File: config.mk
export PLATFORM = sky130hd
export DESIGN_NAME = maxp_sched
export DESIGN_NICKNAME = d
export VERILOG_FILES = /design/src/rtl/maxp_pkg.sv /design/src/rtl/maxp_sched_wdog.sv /design/src/rtl/maxp_sched.sv
export SDC_FILE = /design/constraint.sdc
export NUM_CORES = 1
export LEC_CHECK = 0
export CORE_UTILIZATION = 30
export DETAILED_ROUTE_END_ITERATION = 10
export PLACE_DENSITY = 0.53
export SLEW_MARGIN = 20
export SYNTH_ARGS = -nofsm -noshare
export SYNTH_HDL_FRONTEND = slang
export SYNTH_SLANG_ARGS = --single-unit
File: constraint.sdc
create_clock -name clk -period 3.1 [get_ports clk]
set_input_delay 0.93 -clock clk [delete_from_list [all_inputs] [get_ports clk]]
set_output_delay 0.93 -clock clk [all_outputs]
set_load 0.02 [all_outputs]
File: src/rtl/maxp_pkg.sv
// Shared types and constants for the max-pool sequencing path.
package maxp_pkg;

  typedef enum logic [1:0] {
    StIdle  = 2'd0,
    StIssue = 2'd1,
    StDrain = 2'd2,
    StFin   = 2'd3
  } maxp_state_e;

  localparam int unsigned MaxpRows  = 16;
  localparam int unsigned MaxpAddrW = 16;
  localparam int unsigned MaxpDataW = 32;
  localparam int unsigned MaxpCntW  = 10;

  localparam int unsigned MaxpWdogW = 10;
  localparam logic [MaxpWdogW-1:0] MaxpTimeoutLimit = 10'd1023;

endpackage

File: src/rtl/maxp_sched_wdog.sv
// DRAIN idle watchdog for maxp_sched; instantiated only when MAXP_SCHED_TIMEOUT_EN is defined.
module maxp_sched_wdog
  import maxp_pkg::*;
(
  input  logic clk,
  input  logic rst,
  input  logic run,
  input  logic kick,
  output logic expired
);

  logic [MaxpWdogW-1:0] cnt_q;

  always_ff @(posedge clk) begin
    if (!rst || !run || kick) begin
      cnt_q <= '0;
    end else if (cnt_q != MaxpTimeoutLimit) begin
      cnt_q <= cnt_q + MaxpWdogW'(1);
    end
  end

  assign expired = run && (cnt_q == MaxpTimeoutLimit);

endmodule

File: src/rtl/maxp_sched.sv
// Max-pool job sequencer: streams input-buffer reads, collects rotator results into the output
// buffer. Optional DRAIN watchdog enabled by defining MAXP_SCHED_TIMEOUT_EN.
module maxp_sched
  import maxp_pkg::*;
#(
  parameter int unsigned ADDR_W = MaxpAddrW,
  parameter int unsigned DATA_W = MaxpDataW,
  parameter int unsigned ROWS   = MaxpRows,
  parameter int unsigned CNT_W  = MaxpCntW
) (
  input  logic              clk,
  input  logic              rst,
  input  logic              start,
  input  logic [CNT_W-1:0]  nset,
  input  logic [CNT_W-1:0]  out_total,
  input  logic [ADDR_W-1:0] a_base,
  input  logic [ADDR_W-1:0] b_base,
  output logic [ADDR_W-1:0] a_addr,
  output logic              src_valid,
  input  logic              res_valid,
  input  logic [DATA_W-1:0] res_data,
  output logic              b_wen,
  output logic [ADDR_W-1:0] b_addr,
  output logic [DATA_W-1:0] b_data,
  output logic              busy,
  output logic              done,
  output logic              err
);

  localparam int unsigned RowW = (ROWS > 1) ? $clog2(ROWS) : 1;

  maxp_state_e       state_q, state_d;
  logic [ADDR_W-1:0] a_base_q, b_base_q;
  logic [CNT_W-1:0]  nset_q, out_total_q, out_cnt_q, set_q, set_n;
  logic [RowW-1:0]   row_q, row_n;
  logic [ADDR_W-1:0] a_addr_q, b_addr_q;
  logic [DATA_W-1:0] b_data_q;
  logic              src_valid_q, b_wen_q, busy_q, done_q, err_q;

  logic start_ok, res_ok, res_drop, last_row, last_issue, drain_done, timeout;

  assign start_ok   = (state_q == StIdle) && start;
  assign res_ok     = res_valid && ((state_q == StIssue) || (state_q == StDrain)) &&
                      (out_cnt_q != out_total_q);
  assign res_drop   = res_valid && !res_ok;
  assign last_row   = (row_q == RowW'(ROWS - 1));
  assign last_issue = (state_q == StIssue) && last_row && (set_q == nset_q - CNT_W'(1));
  assign drain_done = (state_q == StDrain) && (out_cnt_q == out_total_q);
  assign row_n      = last_row ? '0 : row_q + RowW'(1);
  assign set_n      = last_row ? set_q + CNT_W'(1) : set_q;

`ifdef MAXP_SCHED_TIMEOUT_EN
  logic wdog_expired;

  maxp_sched_wdog u_wdog (
    .clk     (clk),
    .rst     (rst),
    .run     (state_q == StDrain),
    .kick    (res_valid),
    .expired (wdog_expired)
  );

  // A genuine completion in the same cycle takes priority over the timeout.
  assign timeout = wdog_expired && !drain_done;
`else
  assign timeout = 1'b0;
`endif

  always_comb begin
    state_d = state_q;
    case (state_q)
      StIdle:  if (start) state_d = (nset != '0) ? StIssue : StDrain;
      StIssue: if (last_issue) state_d = StDrain;
      StDrain: if (drain_done || timeout) state_d = StFin;
      StFin:   state_d = StIdle;
      default: state_d = StIdle;
    endcase
  end

  always_ff @(posedge clk) begin
    if (!rst) begin
      state_q     <= StIdle;
      a_base_q    <= '0;
      b_base_q    <= '0;
      nset_q      <= '0;
      out_total_q <= '0;
      out_cnt_q   <= '0;
      set_q       <= '0;
      row_q       <= '0;
      a_addr_q    <= '0;
      src_valid_q <= 1'b0;
      b_wen_q     <= 1'b0;
      b_addr_q    <= '0;
      b_data_q    <= '0;
      busy_q      <= 1'b0;
      done_q      <= 1'b0;
      err_q       <= 1'b0;
    end else begin
      state_q     <= state_d;
      // Address is valid exactly while in ISSUE; the SRAM output follows one cycle later.
      src_valid_q <= (state_q == StIssue);
      busy_q      <= (state_d == StIssue) || (state_d == StDrain);
      done_q      <= (state_d == StFin);

      if (start_ok) begin
        a_base_q    <= a_base;
        b_base_q    <= b_base;
        nset_q      <= nset;
        out_total_q <= out_total;
        out_cnt_q   <= '0;
        set_q       <= '0;
        row_q       <= '0;
        a_addr_q    <= (nset != '0) ? a_base : '0;
      end else if (state_q == StIssue) begin
        if (last_issue) begin
          set_q    <= '0;
          row_q    <= '0;
          a_addr_q <= '0;
        end else begin
          set_q    <= set_n;
          row_q    <= row_n;
          a_addr_q <= a_base_q + ADDR_W'(set_n) * ADDR_W'(ROWS) + ADDR_W'(row_n);
        end
      end

      b_wen_q <= res_ok;
      if (res_ok) begin
        b_addr_q  <= b_base_q + ADDR_W'(out_cnt_q);
        b_data_q  <= res_data;
        out_cnt_q <= out_cnt_q + CNT_W'(1);
      end

      if (res_drop || timeout) begin
        err_q <= 1'b1;
      end else if (start_ok) begin
        err_q <= 1'b0;
      end
    end
  end

  assign a_addr    = a_addr_q;
  assign src_valid = src_valid_q;
  assign b_wen     = b_wen_q;
  assign b_addr    = b_addr_q;
  assign b_data    = b_data_q;
  assign busy      = busy_q;
  assign done      = done_q;
  assign err       = err_q;

endmodule

==> flow_summary.toml <==
[yosys]
synth_top_area_share_pct = 39.9
muxShareOfSynthArea_pct = 0.424
synth_adder_area_share_pct = 6.14
syn-num-nets = 1076
syn_inst = 953
synth_edf_count = 0
synth-simple-area-share_pct = 22.1
yosysTopAreaCell = "dfxtp_1"
syn_area_sq_mm = 0.00738
yosysWarnings = 0
synth_xor_area_share_pct = 6.17
synth_top_family_by_area = "simple AND/OR/NAND/NOR gates"
yosysMostFrequentCell = "nand2_1"
async_reset_ff_share_pct = 0
synth.ff_latch_count = 147
synth_ff_type = "dfxtp_1"
synth_top_cells_by_count = "nand2_1 (227), dfxtp_1 (147), a21oi_1 (145)"
ys_seq_area_share_pct = 39.9
synth_cell_types = 62
syn_avg_cell_area_sq_um = 7.74
synth_compound_area_share_pct = 21.3
yosys-top-cells-area = "dfxtp_1 (40%), nand2_1 (12%), a21oi_1 (9.8%)"

[finish]
seqCellArea_sq_mm = 0.00294
diodes = 0
multi_input_area_sq_mm = 0.00420
nNetsFinal = 1235
drive_above_1_share_pct = 8.53
final_core_util_pct = 41.6
syn_to_final_growth_pct = 36.6
n_fill_cell = 2455

[routing]
routed_via_density = 4.89
vias = 7085
wirelength_um = 22300
dr.pass1.iters = 5
routedWlPerCell_um = 15.4
route.detailed.drc = 0
ant_nets = 0
drt_iter0_markers = 441

[critical_path]
reg2reg_to = "a_addr[15]"
slowest_stage = "ha_2"
worstPathArrival_ns = 3.27
critPathKind = "reg2reg"
path_cells = "ha_1 > and3_2 > buf_4 > mux2_2 > ha_2 > o21ai_1 > a211oi_2 > a21oi_2 > o31ai_1 > nand2_1 > xor2_1 > o32ai_1"
max_stage_delay_ns = 0.38
reg2regPathDepth = 12
startpoint_type = "register"
cp_top_family = "compound AO/OA/AOI/OAI gates"
r2r-start = "row_q[0]"
path_buf_inv = 1
r2r_slack_ns = 0.16
critPathMaxFanout = 5
worstPathRequired_ns = 3.43
end_kind = "register"

[cts]
hold_buffers = 0
cts_buffers = 17
clock-root-buffer = "clkbuf_16"
clock_sinks = 147
max-clock-path-buffers = 2
worstSkewPairLatency_ns = 0.42
h-tree-depth = 4
cts_tree = "built"
cts.clk_slew.worst_paths_ns = 0.06

[die]
die_w_um = 159
placementRows = 57
start_util_pct = 30.4
ios = 157
dieArea_sq_mm = 0.0252
core-area_sq_mm = 0.0242
die_h_um = 159

[timing]
setup_violations = 0
final_max_slew_viol_count = 0
tightest_slew_ns = 0.642
fmax_mhz = 340
post-route-period-util_pct = 94.8
fin_skew_ns = 0.0125
rsz0062_at_grt = "no"
finalHoldViolCount = 0
setup_slack_ns = 0.162
max_slew_margin_pct = 56.8
timing.setup.tns_ns = 0
period_minus_slack_ns = 2.94

[hold_path]
worst_hold_path.endpoint = "b_data[7]"
hp-start = "b_data[7]"
min-delay-path-class = "reg2reg"
hold_depth = 2

[placement]
io_buffers = 156
routabilityCongestion = 0.872
place_hpwl_um = 16000
pre_cts_ws_ns = 0.0943

[pwr]
p_leak_nw = 3.82
internal_power_mw = 3.48
seqPwrFrac_pct = 42.4
clock_power_share_pct = 41.5
combPwrFrac_pct = 16.1
power.total_mw = 4.85
swShare_pct = 28.2
p_sw_mw = 1.37
powerDensity_mw_per_mm2 = 481
peakVddDrop_mv = 0.256

[global_routing]
antenna_found_initial = 0
grt_pass1_wl_um = 36200
grt_max_degree = 71
grt_use_total_pct = 18.0
grt.overflow.total = 0
grt_pass1_vias = 6776

[job]
maxCapViolCount = 0

[run_status]
status = "finished clean"
[logic make-up (layout without fill, tap and decap cells)]
| family | count (synthesis) | count (layout) |
|---|---|---|
| xor+xnor | 52 | 52 |
| fa+ha+maj | 35 | 35 |
| buf+inv | 75 | 247 |
| compound gates | 267 | 267 |
| mux | 3 | 3 |
| simple gates | 374 | 374 |
| flops | 147 | 147 |
[power by group through the flow]
stage / Sequential, mW / Clock (mW) / Combinational [mW]
6_report: 2.06 / 2.01 / 0.783
5_1_grt: 2.07 / 2.16 / 0.858
4_1_cts: 2.06 / 2.07 / 0.785
3_5_place_dp: 2.10 / 0 / 0.781
3_3_place_gp: 2.10 / 0 / 0.782
2_1_floorplan: 2.14 / 0 / 0.368
[registers in the layout, summed over array words and instances (netlist names), 2 cells and up]
name and cells:
a_addr 16, a_base_q 16, b_addr 16, b_base_q 16, b_data 32, nset_q 10, out_cnt_q 10, out_total_q 10
row_q 4, set_q 10, state_q 2
[cell type report]
type                    instances  area share [%]
repair buffers                194            18.7
clock buffers                  19            4.39
well taps                     324            4.02
flip-flops and latches        147            29.2
inverters                      21           0.794
multi-input cells             731            41.7
clock inverters                13            1.23
[metrics by stage]
step | cell area, sq um | instances | hold WS [ns]
floorplan | 7380 | 953 | 0.441
global placement | 9430 | 1412 | 0.442
detailed placement | 9430 | 1412 | 0.446
CTS | 10000 | 1444 | 0.455
global route | 10100 | 1449 | 0.475
finish | 10100 | 1449 | 0.455
[per-layer routing]
metal / up-vias / part of all wire [%] / GRT usage, %
li1: 3636 / - / -
met1: 3298 / 49 / 24.2
met2: 133 / 46 / 28.9
met3: 18 / 3.5 / 2.74
met4: 0 / 1.4 / 6.31
met5: - / 0 / 0
[worst register-to-register path: stages, from the launching register on]
cell and delay [ns]:
dfxtp_1 0.34, ha_1 0.17, and3_2 0.24, buf_4 0.16
mux2_2 0.35, ha_2 0.38, o21ai_1 0.14, a211oi_2 0.27
a21oi_2 0.11, o31ai_1 0.22, nand2_1 0.09, xor2_1 0.14
o32ai_1 0.24
[timing repair]
item,in CTS,in global routing
setup buffers,0,5
setup endpoints to repair,0,5
gates resized for setup,0,14
hold endpoints to repair,0,0
[worst max-delay path by stage]
stage | start | end | slack [ns] | cells past startpoint
after global routing | row_q[1] | a_addr[15] | 0.005 | 12
final | row_q[0] | a_addr[15] | 0.16 | 12
after CTS | row_q[1] | a_addr[11] | 0.07 | 12
after global placement | row_q[1] | a_addr[14] | 0.18 | 11
after floorplan | row_q[0] | a_addr[15] | 0.21 | 14
after detailed placement | row_q[1] | a_addr[15] | 0.09 | 12
[cells in the final DEF (no fill, tap or decap), types with 3 or more instances in the layout]
| cell type | instances |
|---|---|
| nand2_1 | 226 |
| clkdlybuf4s50_1 | 156 |
| dfxtp_1 | 146 |
| a21oi_1 | 142 |
| o21ai_0 | 47 |
| nor2_1 | 44 |
| buf_4 | 35 |
| ha_1 | 31 |
| nand3_1 | 29 |
| xor2_1 | 26 |
| xnor2_1 | 25 |
| inv_1 | 20 |
| clkbuf_16 | 17 |
| nand4_1 | 13 |
| a31oi_1 | 10 |
| nor3_1 | 10 |
| nor4_1 | 9 |
| and3_1 | 8 |
| a211oi_1 | 8 |
| a21o_1 | 7 |
| a32oi_1 | 7 |
| o211ai_1 | 7 |
| nor2b_1 | 6 |
| nand2b_1 | 6 |
| o21ai_1 | 4 |
| clkinv_2 | 4 |
| inv_6 | 4 |
| o31ai_1 | 3 |
| and2_1 | 3 |
| nor3b_1 | 3 |
| a21oi_2 | 3 |
| or3_1 | 3 |
| buf_12 | 3 |
(Power assumes the default switching activity.)
